$ cat config.mk
export PLATFORM = sky130hd
export DESIGN_NAME = multichannel_iserdes_edge_counter_flat
export DESIGN_NICKNAME = d
export VERILOG_FILES = /design/src/rtl/multichannel_iserdes_edge_counter_if.sv /design/src/rtl/multichannel_iserdes_edge_counter.sv /design/src/flat_wrapper.sv
export SDC_FILE = /design/constraint.sdc
export NUM_CORES = 1
export LEC_CHECK = 0
export ABC_AREA = 1
export ABC_CLOCK_PERIOD_IN_PS = 12450
export CAP_MARGIN = 20
export CORE_MARGIN = 4
export CORE_UTILIZATION = 25
export DETAILED_ROUTE_END_ITERATION = 10
export MAX_ROUTING_LAYER = met4
export PLACE_DENSITY = 0.4
export SLEW_MARGIN = 20
export SYNTH_ARGS = -nofsm -noshare
export SYNTH_HDL_FRONTEND = slang
export SYNTH_SLANG_ARGS = --single-unit
$ cat constraint.sdc
create_clock -name clock -period 12.45 [get_ports clock]
set_clock_uncertainty 0.05 [all_clocks]
set_input_delay 1.245 -clock clock [delete_from_list [all_inputs] [get_ports clock]]
set_output_delay 1.245 -clock clock [all_outputs]
set_load 0.01 [all_outputs]
$ cat src/rtl/multichannel_iserdes_edge_counter_if.sv
// Control and result bundle for the multichannel ISERDES edge counter.
// master drives window control and sample words; slave returns totals.
interface multichannel_iserdes_edge_counter_if #(
   parameter int NUM_CHANNELS  = 4,
   parameter int BIT_DEPTH     = 8,
   parameter int COUNTER_WIDTH = 32,
   parameter int GATE_WIDTH    = 24
);
   logic                                  enable;
   logic                                  continuous;
   logic [1:0]                            edge_mode;
   logic [GATE_WIDTH-1:0]                 gate_cycles;
   logic [NUM_CHANNELS*BIT_DEPTH-1:0]     in;
   logic [NUM_CHANNELS*COUNTER_WIDTH-1:0] counts;
   logic [NUM_CHANNELS-1:0]               saturated;
   logic                                  valid;
   logic                                  busy;

   modport master (
      output enable, continuous, edge_mode, gate_cycles, in,
      input  counts, saturated, valid, busy
   );

   modport slave (
      input  enable, continuous, edge_mode, gate_cycles, in,
      output counts, saturated, valid, busy
   );
endinterface

$ cat src/rtl/multichannel_iserdes_edge_counter.sv
// Gated per-channel edge counter over deserialized sample words.
// Windows are single-shot or back-to-back; totals saturate, never wrap.
module multichannel_iserdes_edge_counter #(
   parameter int NUM_CHANNELS  = 4,
   parameter int BIT_DEPTH     = 8,
   parameter int COUNTER_WIDTH = 32,
   parameter int GATE_WIDTH    = 24
) (
   input logic clock,
   input logic reset,
   multichannel_iserdes_edge_counter_if.slave bus
);
   localparam int EW = $clog2(BIT_DEPTH + 1);
   localparam int CW = COUNTER_WIDTH;
   localparam int NC = NUM_CHANNELS;

   typedef enum logic [1:0] {IDLE, ARM, COUNT} state_t;

   state_t                state_q, state_d;
   logic                  last;
   logic                  run;
   logic [GATE_WIDTH-1:0] window_q;
   logic [GATE_WIDTH-1:0] gate_load;
   logic [NC-1:0]         prev_q;
   logic [CW-1:0]         acc_q [NC];
   logic [NC-1:0]         ovf_q;
   logic [EW-1:0]         wc [NC];
   logic [CW:0]           sum [NC];
   logic [CW-1:0]         sat_val [NC];
   logic [NC-1:0]         carry;
   logic [NC*CW-1:0]      counts_q;
   logic [NC-1:0]         saturated_q;
   logic                  valid_q;

   // Edges in one word, earliest sample first, seeded by the prior word.
   function automatic logic [EW-1:0] word_edges(
      input logic                 p,
      input logic [BIT_DEPTH-1:0] w,
      input logic [1:0]           m
   );
      logic [EW-1:0] n;
      logic          a;
      n = '0;
      a = p;
      for (int k = BIT_DEPTH - 1; k >= 0; k--) begin
         if (m != 2'b01 && !a && w[k])
            n = n + EW'(1);
         if ((m == 2'b01 || m == 2'b10) && a && !w[k])
            n = n + EW'(1);
         a = w[k];
      end
      return n;
   endfunction

   assign gate_load = (bus.gate_cycles == '0) ?
                      GATE_WIDTH'(1) : bus.gate_cycles;

   // Per-channel word count and saturating next accumulator value.
   always_comb begin
      for (int c = 0; c < NC; c++) begin
         wc[c]      = word_edges(prev_q[c],
                                 bus.in[c*BIT_DEPTH +: BIT_DEPTH],
                                 bus.edge_mode);
         sum[c]     = {1'b0, acc_q[c]} + (CW+1)'(wc[c]);
         carry[c]   = sum[c][CW];
         sat_val[c] = carry[c] ? {CW{1'b1}} : sum[c][CW-1:0];
      end
   end

   // Window sequencing: next state plus final-word and counting strobes.
   always_comb begin
      state_d = state_q;
      last    = 1'b0;
      run     = 1'b0;
      unique case (state_q)
         IDLE:  if (bus.enable) state_d = ARM;
         ARM:   state_d = COUNT;
         COUNT: begin
            if (!bus.enable) begin
               state_d = IDLE;
            end else begin
               run = 1'b1;
               if (window_q == GATE_WIDTH'(1)) begin
                  last = 1'b1;
                  if (!bus.continuous) state_d = IDLE;
               end
            end
         end
         default: state_d = IDLE;
      endcase
   end

   // State register.
   always_ff @(posedge clock or posedge reset) begin
      if (reset) state_q <= IDLE;
      else       state_q <= state_d;
   end

   // Accumulators, window counter and latched results.
   always_ff @(posedge clock or posedge reset) begin
      if (reset) begin
         prev_q      <= '0;
         ovf_q       <= '0;
         window_q    <= '0;
         counts_q    <= '0;
         saturated_q <= '0;
         valid_q     <= 1'b0;
         for (int c = 0; c < NC; c++) acc_q[c] <= '0;
      end else begin
         valid_q <= 1'b0;
         for (int c = 0; c < NC; c++)
            prev_q[c] <= bus.in[c*BIT_DEPTH];
         if (state_q == ARM || last) begin
            window_q <= gate_load;
            ovf_q    <= '0;
            for (int c = 0; c < NC; c++) acc_q[c] <= '0;
         end else if (run) begin
            window_q <= window_q - GATE_WIDTH'(1);
            ovf_q    <= ovf_q | carry;
            for (int c = 0; c < NC; c++) acc_q[c] <= sat_val[c];
         end
         if (last) begin
            valid_q     <= 1'b1;
            saturated_q <= ovf_q | carry;
            for (int c = 0; c < NC; c++)
               counts_q[c*CW +: CW] <= sat_val[c];
         end
      end
   end

   assign bus.counts    = counts_q;
   assign bus.saturated = saturated_q;
   assign bus.valid     = valid_q;
   assign bus.busy      = (state_q != IDLE);
endmodule

$ cat src/flat_wrapper.sv
// flat-port wrapper written by rule: the top's interface ports become plain ports
module multichannel_iserdes_edge_counter_flat 
#(
   parameter int NUM_CHANNELS  = 4,
   parameter int BIT_DEPTH     = 8,
   parameter int COUNTER_WIDTH = 32,
   parameter int GATE_WIDTH    = 24
)
  (clock, reset, bus_enable, bus_continuous, bus_edge_mode, bus_gate_cycles, bus_in, bus_counts, bus_saturated, bus_valid, bus_busy);
  multichannel_iserdes_edge_counter_if #(.NUM_CHANNELS(NUM_CHANNELS), .BIT_DEPTH(BIT_DEPTH), .COUNTER_WIDTH(COUNTER_WIDTH), .GATE_WIDTH(GATE_WIDTH)) bus_i ();
  input logic clock;
  input logic reset;
  input wire logic [$bits(bus_i.enable)-1:0] bus_enable;
  input wire logic [$bits(bus_i.continuous)-1:0] bus_continuous;
  input wire logic [$bits(bus_i.edge_mode)-1:0] bus_edge_mode;
  input wire logic [$bits(bus_i.gate_cycles)-1:0] bus_gate_cycles;
  input wire logic [$bits(bus_i.in)-1:0] bus_in;
  output wire logic [$bits(bus_i.counts)-1:0] bus_counts;
  output wire logic [$bits(bus_i.saturated)-1:0] bus_saturated;
  output wire logic [$bits(bus_i.valid)-1:0] bus_valid;
  output wire logic [$bits(bus_i.busy)-1:0] bus_busy;
  assign bus_i.enable = bus_enable;
  assign bus_i.continuous = bus_continuous;
  assign bus_i.edge_mode = bus_edge_mode;
  assign bus_i.gate_cycles = bus_gate_cycles;
  assign bus_i.in = bus_in;
  assign bus_counts = bus_i.counts;
  assign bus_saturated = bus_i.saturated;
  assign bus_valid = bus_i.valid;
  assign bus_busy = bus_i.busy;
  multichannel_iserdes_edge_counter #(.NUM_CHANNELS(NUM_CHANNELS), .BIT_DEPTH(BIT_DEPTH), .COUNTER_WIDTH(COUNTER_WIDTH), .GATE_WIDTH(GATE_WIDTH)) u_core (.clock(clock), .reset(reset), .bus(bus_i));
endmodule
# After elaboration in Yosys (flattened, before gate mapping)
# Cells that the tools add are included.
[word_totals]
register_bits = 295
latchBits = 0
ram_bits = 0
romBits = 0
inputBits = 62
wordCells = 343
memories = 0
[op_classes]
n_addsub = 65
n_mul = 0
n_div = 0
order_cmp = 0
n_eq_ne = 9
shifts = 0
muxes = 86
n_bitwise = 1
n_reduce_logical = 171
[op_table]
columns = ["op", "count"]
rows = [
  ["128-bit two-way mux", 2],
  ["4-bit two-way mux", 62],
  ["4-bit by 1-bit adder with 4-bit output, second input constant", 56],
  ["32-bit by 4-bit adder with 33-bit output", 4],
  ["1-bit logical AND", 128],
  ["32-bit two-way mux", 4],
  ["24-bit two-way mux", 3],
  ["1-bit zero test", 36],
  ["24-bit by 1-bit equality test with 1-bit output, second input constant", 1],
  ["24-bit zero test", 1],
  ["24-bit by 1-bit subtractor with 24-bit output, second input constant", 1],
  ["1-bit two-way mux", 10],
  ["1-bit by 1-bit adder with 2-bit output, second input constant", 4],
  ["2-bit two-way mux", 4],
  ["2-bit case mux with 3 select lines", 1],
  ["2-bit by 1-bit equality test with 1-bit output, second input constant", 2],
  ["2-bit equality test, second input constant", 2],
  ["4-bit bitwise OR", 1],
  ["2-bit nonzero test", 2],
  ["3-bit by 2-bit inequality test with 1-bit output, second input constant", 1],
  ["3-bit inequality test, second input constant", 1],
  ["3-bit AND reduction", 1],
  ["2-bit zero test", 1],
  ["1-bit logical OR", 2],
  ["other kinds (2)", 2],
]

# Logic depth before layout (Yosys ltp)
# Gate-level depths: netlist of the first run.
[logic_depth]
depth_word = 38
mapped_depth = 81
ltp_nobuf = 79

# Least setup slack after synthesis of the first run
# No wires, ideal clock.
[synth_timing]
path_type = "input port to flip-flop"
start = "in bus_edge_mode[1]"
end = "reg u_core.counts_q[21] (netlist: u_core.bus.counts[21])"
arrival_time_ps = 10942
required_time_ps = 12317
setup_slack_ps = 1375
stages = 77
n_path_buf = 3
cell_sequence = "inv_1 ha_1 buf_6 inv_4 buf_6 nand3_1 nand2_1 nand2_2 nand2_1 inv_1 ha_1 or2_2 nand2_1 inv_1 nand2_1 nand3_1 nand2_1 inv_1 [... 41 more ...] o21ai_1 nand3_1 nor3_1 nand3_1 nor3_1 inv_1 nor2_1 nand2_1 nor2_1 inv_1 nor2_1 nand3_1 nor2_1 inv_1 nor3_1 buf_2 nor2_1 o21ai_0"
[synth_between]
elab_chain_cells = 36
elab_cells_between_ends = 69
classes_between = "add/sub (16); eq/ne (3); mux (17); reduce/logical (33)"
[synth_lines]
columns = ["element", "line_no", "source"]
rows = [
  ["from (decl)", "flat_wrapper.sv:15", "input wire logic [$bits(bus_i.edge_mode)-1:0] bus_edge_mode;"],
  ["2-bit by 1-bit inequality test with 1-bit output", "multichannel_iserdes_edge_counter.sv:46", "if (m != 2'b01 && !a && w[k])"],
  ["1-bit logical AND (2 in a row)", "multichannel_iserdes_edge_counter.sv:46", ""],
  ["1-bit two-way mux", "multichannel_iserdes_edge_counter.sv:46", ""],
  ["1-bit by 1-bit adder with 2-bit output", "multichannel_iserdes_edge_counter.sv:49", "n = n + EW'(1);"],
  ["4-bit two-way mux", "multichannel_iserdes_edge_counter.sv:48", "if ((m == 2'b01 || m == 2'b10) && a && !w[k])"],
  ["4-bit by 1-bit adder with 4-bit output", "multichannel_iserdes_edge_counter.sv:47", "n = n + EW'(1);"],
  ["4-bit two-way mux", "multichannel_iserdes_edge_counter.sv:46", ""],
  ["4-bit by 1-bit adder with 4-bit output", "multichannel_iserdes_edge_counter.sv:49", ""],
  ["[... 19 more ...]", "-", ""],
  ["4-bit by 1-bit adder with 4-bit output", "multichannel_iserdes_edge_counter.sv:49", ""],
  ["4-bit two-way mux", "multichannel_iserdes_edge_counter.sv:48", ""],
  ["4-bit by 1-bit adder with 4-bit output", "multichannel_iserdes_edge_counter.sv:47", ""],
  ["4-bit two-way mux", "multichannel_iserdes_edge_counter.sv:46", ""],
  ["4-bit by 1-bit adder with 4-bit output", "multichannel_iserdes_edge_counter.sv:49", ""],
  ["4-bit two-way mux (*)", "multichannel_iserdes_edge_counter.sv:48", ""],
  ["32-bit by 4-bit adder with 33-bit output (*)", "multichannel_iserdes_edge_counter.sv:64", "sum[c] = {1'b0, acc_q[c]} + (CW+1)'(wc[c]);"],
  ["32-bit two-way mux (*)", "multichannel_iserdes_edge_counter.sv:66", "sat_val[c] = carry[c] ? {CW{1'b1}} : sum[c][CW-1:0];"],
  ["to (signal, indexed assignment)", "multichannel_iserdes_edge_counter.sv:126", "counts_q[c*CW +: CW] <= sat_val[c];"],
  ["to (decl)", "multichannel_iserdes_edge_counter.sv:31", "logic [NC*CW-1:0] counts_q;"],
]
# Mark *: on every way between the ends. The rest lies on a longest branch, timed or not.
# A chain may end at the register's enable or synchronous reset.

# Final worst setup path of the first run
[layout_timing]
start = "in bus_edge_mode[1]"
end = "reg u_core.counts_q[31] (netlist: u_core.bus.counts[31])"
# Same word-level chain as after synthesis.

==> results.txt, run 1 <==
- After floorplanning, the core was sized to cover 83600 um2.
- Worst setup slack after layout: 1.05 ns
- IR drop worst, VDD: 0.0921 mV
- The worst setup path is captured at a register.
* Final worst path period need: ~11 ns
* Global-route wire length before repair: 104 mm
* Vias in the first global route: approximately 20000
- Summed over all instances, the cell type with the most area after synthesis is dfrtp_1.
- First-pass iteration count of the detailed router: 5
* Post-CTS clock slew at the launch and capture registers of the worst setup and hold paths: around 0.06 ns
- Number of max-cap violations: 0
* Initial core utilization: roughly a quarter
* Master of the slowest instance on the critical path: clkdlybuf4s50_1
- Synthesis produced 3057 cells.
- The synthesized netlist devotes 2.66% of its cell area to XOR and XNOR gates.
* Share of the synthesized area in the top cell type: 35.1%
- Worst EP arrival: between 10 and 15 ns
* Number of buffers inserted during clock tree synthesis: 37
- Dividing total power by cell area gives a power density of 126 nW/um2.
* Status: finished, final reports clean
- Cells with a size suffix above 1 make up under 10% of the layout.
* Leading post-synthesis cells by cell area: dfrtp_1 (35%), nand2_1 (13%), nand3_1 (8.0%), inv_1 (7.4%), o21ai_0 (5.0%)
- In this design, the stage delay of the slowest critical-path cell is approximately 0.45 ns.
* Critical path launch point type: input pin
* Post-route fraction of the period consumed by the critical path: 91.6%
- The count of cells in the finished layout, fillers not included, comes to 4360.
- RePlAce Congestion: 0.807
* Dominant cell by count in the synthesized netlist: nand2_1
* Synth Area in Compound Gates: 12.0%
- The routed layout has 19843 vias.
* Setup repair after global routing missed its margin: yes
- Synth Flop Type: dfrtp_1
* Antenna-violating nets left: 0
- Global-route congestion overflow total: 0
- Number of enable-type register cells in the synthesized netlist: 0
- Chip width: 298 um
- Adder-cell share of the synthesized area: 4.36%
- In this run the deepest clock path goes through 3 buffers.
* Buffer type at the clock tree root: clkbuf_16
- Yosys synthesis warning count: 0
- Global routing used 14.4% of the available tracks across all layers.
- Setup violations remaining at the end of the flow were counted as 0.
- Detailed router's first-iteration violation count: approximately 1000
- I/O pin count: between 150 and 200
- Nets: 3386
- Async set-or-reset flop fraction in the synthesized netlist: 100%
- The H-tree generated during clock tree synthesis spans 2 levels.
- The synthesized netlist devotes about 36% of its cell area to simple gates.
- Total Routed Length: 62.7 mm
* Area growth from synthesis to layout: 22.8%
- Chip height: 298 um
* Final Slew Violations: 0
- In the routed design, unresolved DRC markers number 0.
- Clock network latency to the later pin of the worst-skew pair: 0.55 ns
- Avg Inst Size Synth: 6.89 um2
- Of the post-synthesis cell area, the part taken by muxes is less than 1%.
- The floorplan step defined a die boundary enclosing 89000 um2.
- Along the worst path, the maximum fanout reaches 4.
- Static Leakage: 0.0120 uW
- Headroom to the max-slew limit came out at 36.3%.
* Post-synthesis sequential area ratio: 35.1%
* Distinct cells, synth: 54
- The cell area that synthesis handed to floorplanning was 21100 um2.
- Most instantiated cells after synthesis: nand2_1 (718), inv_1 (418), nand3_1 (337)
- Worst setup timing slack at the placement stage: 0.0176 ns
- Worst Max-Slew Pin Slew: 0.956 ns
* TritonCTS clock tree: yes
- Number of antenna violations at the first check in global routing: 3
* Number of buffers inserted by port buffering: 195
* Worst hold-check path type: reg -> reg
- Using the TritonRoute via totals, the vias-per-cell ratio works out to around 4.6.
* Endpoints failing hold: 0
- Main combinational cell family by area after synthesis: simple AND/OR/NAND/NOR gates
- Derived from the worst setup path, the maximum achievable clock frequency is 87.7 MHz.
- The HPWL after detailed placement is approximately 47 mm.
* Hold slack final: 0.426 ns
- Cell mode on critical path: nand2_1
- #FFs+latches synth: a little under 300
- Data required time of the worst path: 12.79 ns
- After detailed placement, the design holds a cell count of 4293.
- Critical setup path kind: in -> reg
* Rows: 106
* TritonCTS sink count: 295
- Entering global routing, the biggest net connects 134 pins.
* WL/cell: around 14 um
* Synthesized Nets: 3190
==> cells by family after synthesis <==
family | Yosys count
compound gates | 462
xor+xnor | 64
fa+ha+maj | 71
buf+inv | 517
flops | 295
mux | 1
simple gates | 1647
==> worst paths after layout <==
| path | startpoint | to | slack (ns) | cells after the start |
|---|---|---|---|---|
| max | bus_edge_mode[1] | u_core.bus.counts[31]$_DFFE_PP0P_ | 1.05 | 79 |
| min in group asynchronous | reset | u_core.bus.counts[115]$_DFFE_PP0P_ | 1.21 | 2 |
| max reg2reg | u_core.prev_q[0]$_DFF_PP0_ | u_core.bus.counts[31]$_DFFE_PP0P_ | 2.03 | 77 |
| max in group asynchronous | reset | u_core.bus.counts[16]$_DFFE_PP0P_ | 9.23 | 4 |
| min | u_core.ovf_q[2]$_DFFE_PP0P_ | u_core.ovf_q[2]$_DFFE_PP0P_ | 0.43 | 2 |
| min reg2reg | u_core.ovf_q[2]$_DFFE_PP0P_ | u_core.ovf_q[2]$_DFFE_PP0P_ | 0.43 | 2 |
==> metal layers <==
layer	up-vias	track usage, %	share of wire (%)
met5	-	-	0
met2	246	23.7	46
met4	0	2.76	1.6
met1	9065	18.9	49
li1	10481	-	-
met3	51	2.19	3.0
==> registers in the layout (all words and copies together), names as in the netlist <==
name	cells
u_core.prev_q	4
u_core.bus.saturated	4
u_core.bus.valid	1
u_core.state_q	2
u_core.acc_q	128
u_core.bus.counts	128
u_core.window_q	24
u_core.ovf_q	4
==> worst max-delay path: cells and delay by family <==
family	cells	cell delay, ns
adders and majority gates	9	2.36
xor gates and xnor gates	1	0.09
and+or+nand+nor	49	6.26
buffers and inverters	15	1.22
AOI/OAI and AO/OA	5	0.58
==> where the power goes <==
group | total (uW) | switching [uW] | leakage, uW | internal [uW]
Combinational | 1030 | 690 | 0.00727 | 339
Sequential | 1070 | 52.3 | 0.00406 | 1020
Clock | 1160 | 450 | 0.000642 | 713
Total | 3270 | 1190 | 0.0120 | 2070
==> area by class of cell <==
class	instances	area, um2
inverter	435	1650
multi-input combinational	2245	11900
timing repair buffer	239	2310
fill	9097	57700
tap	1080	1350
clock buffer	50	1080
sequential	295	7380
antenna	2	5.00
clock inverter	14	228
==> through the flow <==
step / total power [uW] / TNS [ns] / utilization [%] / cell area, um2
after detailed placement: 2130 / 0 / 29.2 / 24400
after global placement: 2140 / 0 / 29.2 / 24400
after global routing: 3530 / -0.104 / 30.9 / 25900
after CTS: 3330 / 0 / 30.8 / 25700
after floorplan: 1850 / 0 / - / 21100
final: 3270 / 0 / 30.9 / 25900
==> placed cells by master, fill, tap and decap left out, drive strengths merged, types with 5 or more instances in the layout <==
cell type        n
a31oi           10
nand3          377
nand4           23
ha              67
inv            434
nor4            20
dfrtp          295
xnor2            8
xor2            56
nand2          786
nand3b          19
and2            11
o21ai          221
o22ai          111
buf             44
bufinv           5
a21oi           98
nor2           247
clkbuf          50
clkdlybuf4s50  195
clkinv           9
or2             32
nor3           123
==> timing repair <==
action                                  in CTS  in global routing
buffers inserted                             0                  1
resized for setup                            0                 33
hold buffers                                 0                  0
endpoints found under the setup margin       0                 77
No activity file was read; power rests on OpenSTA's default activity.
==> run 2: changes to the inputs <==
--- a/config.mk
+++ b/config.mk
@@ -12,8 +12,9 @@
 export CORE_UTILIZATION = 25
 export DETAILED_ROUTE_END_ITERATION = 10
 export MAX_ROUTING_LAYER = met4
-export PLACE_DENSITY = 0.4
+export PLACE_DENSITY = 0.53
 export SLEW_MARGIN = 20
 export SYNTH_ARGS = -nofsm -noshare
 export SYNTH_HDL_FRONTEND = slang
 export SYNTH_SLANG_ARGS = --single-unit
+export TNS_END_PERCENT = 100
==> run 2 against run 1 <==
  * Non-clock buffer count shrank 6
  * Highest routed layer unchanged
  * Utilization grew 0.075 points
  * Critical path type unchanged
  * Global-route usage shrank 0.43 points
  * Worst hold slack is essentially flat
  * Largest power group unchanged
  * Via count grew 1.5%
==> results.txt, run 2 (synthesized netlist as in run 1, its figures left out) <==
- The worst hold path belongs to the class reg -> reg.
- Hold slack final: 0.427 ns (+0.0000930 ns)
* Area growth from synthesis to layout: 23.1%
- Global-route wire length before repair: 101 mm (-2.6%)
* Post-CTS clock slew at the launch and capture registers of the worst setup and hold paths: 0.06 ns (about the same)
- The total number of placement rows is 106 (unchanged).
* Number of buffers inserted during clock tree synthesis: 37 (unchanged)
* Buffer type at the clock tree root: clkbuf_16
- The required time of the critical path was 12.79 ns (about the same).
- Total Routed Length: 61.1 mm (-2.6%)
- The total buffers and inverters traversed by the critical path was 8 (-7).
* Status: finished, final reports clean
* Crit-path leading delay family: simple AND/OR/NAND/NOR gates
- Number of buffers inserted by port buffering: 195 (unchanged)
- Master of the slowest instance on the critical path: fa_1
* Kind of capture point of the worst setup path: register
- IR drop worst, VDD: 0.102 mV (+11%)
* Count of non-filler cells in the finished layout: 4354 (-0.14%)
- Max frequency: 86.9 MHz (-0.86%)
* Number of antenna violations at the first check in global routing: 1 (-2)
- The die footprint is 89000 um2 (unchanged).
- The number of nets still failing antenna checks after routing was 0 (unchanged).
- Clock network latency to the later pin of the worst-skew pair: 0.54 ns (about the same)
* Nets: 3380 (-0.18%)
- Top routing layer in use: met4
* RePlAce Congestion: 0.821 (+1.7%)
* Worst EP arrival: 11.84 ns (+0.10 ns)
- The worst slack at placement came to -0.0109 ns (-0.0285 ns).
* Residual DRC count: 0 (unchanged)
- The critical path in this run is classified as in -> reg.
- Number of vias after detailed routing: 20139 (+1.5%)
- Delay of the slowest cell on the worst path: 0.51 ns (+0.06 ns)
- Critical-path maximum fanout: 11 (+7)
- The final global-route overflow total was 0 (unchanged).
* First-pass iteration count of the detailed router: 5 (unchanged)
- The power density over the cells was 125 nW/um2 (-1.0%).
- Leaving out fill and tap cells, the most frequent cell in the layout is nand2_1.
- The DRC marker count from the first detailed-route iteration came to 1138 (+11%).
- The total I/O pin count was 196 (unchanged).
- The portion of the clock cycle consumed by the worst path in the final layout is 92.4% (+0.79 points).
- The share of cells above drive strength 1 was 9.84% (+0.65 points).
- Among the stages of the critical path, the cell type that occurs most often is nand2_1.
- Setup repair after global routing could not meet its margin everywhere.
- The total met3 wirelength after detailed routing came to 2.68 mm (+41%).
* Final Slew Violations: 0 (unchanged)
- The CTS H-tree depth came to 2 (unchanged).
* Endpoints failing hold: 0 (unchanged)
- TritonCTS clock tree: yes
- The met2 routed wirelength was 27.8 mm (-4.0%).
* WL/cell: 14.0 um (-2.4%)
* Endpoints failing setup: 0 (unchanged)
* Static Leakage: 0.0120 uW (+0.49%)
- Aggregate global-route resource usage: 14.0% (-0.43 points)
* TritonCTS sink count: 295 (unchanged)
- The area of the core was 83600 um2 (unchanged).
- Chip width: 298 um (unchanged)
* Final worst path period need: 11.50 ns (+0.0989 ns)
- Number of max-cap violations: 0 (unchanged)
* Worst Max-Slew Pin Slew: 0.961 ns (+0.00527 ns)
* Diode count: 0 (-2)
* Worst setup slack after layout: 0.948 ns (-0.0989 ns)
- The height of the chip is 298 um (unchanged).
* HPWL Detailed: 45.1 mm (-3.4%)
- Met1 Wirelength: 29.4 mm (-4.4%)
- Initial core utilization: 25.2% (unchanged)
- The headroom to the max-slew limit was 35.9% (-0.35 points).
- Total of fill cells in the finished design: 9041 (-0.62%)
* Commonest non-fill, non-tap cells in the layout: nand2_1 (713), inv_1 (417), nand3_1 (330), dfrtp_1 (295), nor2_1 (229)
- The number of buffers on the longest clock path came to 3 (unchanged).
- The maximum number of pins on one net before global-route repair is 146 (+9.0%).
* Total instance count after detailed placement: 4283 (-0.23%)
- Via density: 4.63 (+1.6%)
- Vias in the first global route: 19527 (-1.2%)
- The worst setup path is launched from an input pin.
-- run 2: cell types whose count changed in the layout (fill, tap and decap cells not counted), sizes merged --
cell | before | now
buf | 44 | 38
diode | 2 | 0
inv | 434 | 436
bufinv | 5 | 4
clkbuf | 50 | 49
clkinv | 9 | 10
clkinvlp | 1 | 2
-- run 2: what timing repair did --
| action | in CTS | in global routing |
|---|---|---|
| setup endpoints to repair | 0 | 106 |
| hold buffers | 0 | 0 |
| resized for setup | 0 | 63 |
| buffers inserted | 0 | 5 |
-- run 2: worst paths after layout --
kind	startpoint	to	slack [ns]	depth (start not counted)
max	bus_edge_mode[1]	u_core.acc_q[62]$_DFFE_PP0P_	0.95	66
min	u_core.ovf_q[2]$_DFFE_PP0P_	u_core.ovf_q[2]$_DFFE_PP0P_	0.43	2
max reg2reg	u_core.prev_q[0]$_DFF_PP0_	u_core.acc_q[127]$_DFFE_PP0P_	1.99	77
min reg2reg	u_core.ovf_q[2]$_DFFE_PP0P_	u_core.ovf_q[2]$_DFFE_PP0P_	0.43	2
max in group asynchronous	reset	u_core.window_q[0]$_DFFE_PP0P_	9.20	4
min in group asynchronous	reset	u_core.bus.counts[96]$_DFFE_PP0P_	1.09	2
-- run 2: tightest hold or removal path: stages (launching register included) --
cell and delay, ns:
dfrtp_1 0.34, a21oi_1 0.06, inv_1 0.04
-- run 2: layer usage --
layer / GRT usage [%] / vias to the layer above
met5: - / -
met4: 3.00 / 0
met3: 2.58 / 63
met2: 22.4 / 308
met1: 18.5 / 9326
li1: - / 10442
-- run 2: layout make-up --
| type | count | area (um2) | area share [%] |
|---|---|---|---|
| Sequential cell | 295 | 7380 | 28.5 |
| Clock inverter | 17 | 208 | 0.801 |
| Timing Repair Buffer | 233 | 2260 | 8.73 |
| Clock buffer | 49 | 1080 | 4.18 |
| Tap cell | 1080 | 1350 | 5.21 |
| Inverter | 435 | 1650 | 6.35 |
| Multi-Input combinational cell | 2245 | 12000 | 46.3 |
-- run 2: power breakdown --
part           internal, uW  leakage [uW]  total [uW]  switching, uW
clock network           699      0.000638        1140            446
registers              1020       0.00406        1070           51.3
logic                   337       0.00733        1020            686
-- run 2: per-stage QoR --
stage | TNS (ns) | utilization (%) | area, um2 | power [uW]
floorplan | 0 | - | 21100 | 1850
global placement | 0 | 29.1 | 24300 | 2110
detailed placement | -0.0109 | 29.1 | 24300 | 2120
CTS | 0 | 30.7 | 25600 | 3290
global route | -0.174 | 31.0 | 25900 | 3490
finish | 0 | 31.0 | 25900 | 3240
==> run 3: changes to the inputs <==
--- a/config.mk
+++ b/config.mk
@@ -8,8 +8,8 @@
 export ABC_AREA = 1
 export ABC_CLOCK_PERIOD_IN_PS = 12450
 export CAP_MARGIN = 20
-export CORE_MARGIN = 4
 export CORE_UTILIZATION = 25
+export CTS_CLUSTER_DIAMETER = 100
 export DETAILED_ROUTE_END_ITERATION = 10
 export MAX_ROUTING_LAYER = met4
 export PLACE_DENSITY = 0.53
==> run 3 against run 2 <==
  * Global-route usage grew 0.55 points
  * Via count shrank 0.37%
  * Utilization shrank 0.13 points
  * Register-to-register slack gained 0.13 ns
  * Clock-buffer cell count grew 5
  * Wire length shrank 0.67%
  * Fmax grew 0.31%
  * Combinational power is essentially flat
  * Critical path type unchanged
  * Largest power group unchanged
==> results.txt, run 3 (synthesized netlist as in run 1, its figures left out) <==
* Status: finished, final reports clean
* Number of buffers inserted by port buffering: 195 (unchanged)
- Proportion of layout cells with a drive suffix above 1: 9.13% (-0.71 points)
- I/O pin count: 196 (unchanged)
* Number of vias after detailed routing: 20065 (-0.37%)
* Setup repair after global routing missed its margin: no
* Worst Max-Slew Pin Slew: 0.969 ns (+0.00781 ns)
* Count of buffers added by post-CTS timing repair for setup: 0 (unchanged)
- Largest net degree at the start of global routing: 133 (-8.9%)
- The die footprint came to 85400 um2 (-4.0%).
- TritonCTS sink count: 295 (unchanged)
- The delay of the slowest cell on the worst path came to 0.49 ns (-0.02 ns).
* Worst hold-check path type: reg -> reg
* First-pass iteration count of the detailed router: 6 (+1)
* Detailed router's first-iteration violation count: 1026 (-9.8%)
- Area of the core region: 83600 um2 (unchanged)
* Total Routed Length: 60.7 mm (-0.67%)
- Master of the slowest instance on the critical path: fa_1
* RePlAce Congestion: 0.838 (+2.1%)
- Antenna-violating nets left: 0 (unchanged)
* Post-Route Utilization: 30.9% (-0.13 points)
* Critical-path maximum fanout: 10 (-1)
* Global-route wire length before repair: 99.9 mm (-1.2%)
- The detailed-route vias per instance was 4.61 (-0.44%).
- The number of cells on the worst hold path is 2 (unchanged).
* Chip width: 292 um (-2.0%)
- In the layout the commonest cells are nand2_1 (717), inv_1 (417), nand3_1 (331), dfrtp_1 (295), nor2_1 (234).
- The number of buffers inserted during clock tree synthesis is 38 (+2.7%).
- The worst slack at placement was -0.0125 ns (-0.00158 ns).
- The required time of the critical path is 12.78 ns (about the same).
- Buffer type at the clock tree root: clkbuf_16
- Leaving out fill and tap cells, the most frequent cell in the layout is nand2_1.
- Global-route congestion overflow total: 0 (unchanged)
- The post-route minimum period was 11.47 ns (-0.0355 ns).
- Max frequency: 87.2 MHz (+0.31%)
* WL/cell: 13.9 um (-0.74%)
- CTS H-tree lvls: 2 (unchanged)
* Residual DRC count: 0 (unchanged)
* Post-route fraction of the period consumed by the critical path: 92.1% (-0.28 points)
- Critical setup path kind: in -> reg
- Nets: 3383 (+0.089%)
- IR drop worst, VDD: 0.0906 mV (-11%)
* Number of max-cap violations: 0 (unchanged)
- The number of antenna violations at the first check in global routing is 3 (+2).
- The setup violation total in the final timing report came to 0 (unchanged).
* Clock network latency to the later pin of the worst-skew pair: 0.55 ns (about the same)
- The worst setup path is captured at a register.
- Power density over the cells: 125 nW/um2 (-0.10%)
- Aggregate global-route resource usage: 14.5% (+0.55 points)
* Number of cells on the worst reg-to-reg path: 77 (unchanged)
- The height of the chip was 292 um (-2.0%).
- The final worst-path setup slack was 0.984 ns (+0.0355 ns).
- Cell mode on critical path: nand2_1
- The number of hold-slack violations in the final timing report is 0 (unchanged).
- The leakage dissipation is 0.0120 uW (-0.49%).
- Area growth from synthesis to layout: 22.6%
* TritonCTS clock tree: yes
- Rows: 106 (unchanged)
- The number of hold buffers added after cts was 0 (unchanged).
- The number of buffers on the longest clock path is 3 (unchanged).
* HPWL Detailed: 44.6 mm (-1.2%)
- STA classifies the critical path startpoint as an input pin.
- The signal arrival time at the worst endpoint is 11.80 ns (-0.04 ns).
- Post-CTS clock slew at the launch and capture registers of the worst setup and hold paths: 0.06 ns (about the same)
- The number of global-route vias before repair came to 19519 (-0.041%).
- The effective utilization at floorplan came to 25.2% (unchanged).
- Worst slew margin: 34.9% (-1.0 points)
- The number of max-slew violations in the final report was 0 (unchanged).
[run 3: metal layers]
layer | global-route usage [%] | up-vias | wire (um)
met3 | 2.41 | 49 | 2780
met5 | - | - | 0
met4 | 2.89 | 0 | 933
li1 | - | 10457 | -
met2 | 24.0 | 293 | 27800
met1 | 18.7 | 9266 | 29200
[run 3: area by class of cell]
| cell class | count | area (um2) |
|---|---|---|
| inverters | 435 | 1650 |
| clock buffers | 54 | 1130 |
| well taps | 1080 | 1350 |
| clock inverters | 11 | 136 |
| flip-flops and latches | 295 | 7380 |
| diodes | 2 | 5.00 |
| multi-input cells | 2245 | 11900 |
| fillers | 9025 | 57700 |
| repair buffers | 235 | 2280 |
[run 3: stage by stage]
stage	area [um2]	power (uW)	setup TNS (ns)	instances	hold WS (ns)
2_1_floorplan	21100	1850	0	3057	0.398
3_3_place_gp	24400	2110	0	4289	0.410
3_5_place_dp	24400	2120	-0.0192	4289	0.422
4_1_cts	25600	3280	0	4354	0.435
5_1_grt	25800	3470	0	4356	0.450
6_report	25800	3220	0	4357	0.428
[run 3: repair_timing]
item / CTS / global route
endpoints found under the setup margin: 0 / 60
hold endpoints to repair: 0 / 0
resized for setup: 0 / 36
[run 3: worst max-delay path: cells and delay by family]
kind | cells | cell delay [ns]
buffers and inverters | 7 | 0.95
adders and majority gates | 9 | 2.55
muxes | 1 | 0.07
and+or+nand+nor | 45 | 6.38
AOI/OAI and AO/OA | 4 | 0.52
[run 3: final timing paths]
kind,start,to,slack (ns)
hold reg to reg,u_core.ovf_q[0]$_DFFE_PP0P_,u_core.ovf_q[0]$_DFFE_PP0P_,0.43
hold / removal,u_core.ovf_q[0]$_DFFE_PP0P_,u_core.ovf_q[0]$_DFFE_PP0P_,0.43
setup / recovery,bus_edge_mode[1],u_core.acc_q[62]$_DFFE_PP0P_,0.98
max in group asynchronous,reset,u_core.acc_q[97]$_DFFE_PP0P_,9.76
setup reg to reg,u_core.prev_q[0]$_DFF_PP0_,u_core.acc_q[127]$_DFFE_PP0P_,2.12
min in group asynchronous,reset,u_core.bus.counts[87]$_DFFE_PP0P_,1.18
[run 3: report_power, final]
part           internal (uW)  leakage [uW]  switching (uW)
registers               1020       0.00406            51.5
logic                    337       0.00729             686
clock network            678      0.000627             449
total                   2040        0.0120            1190
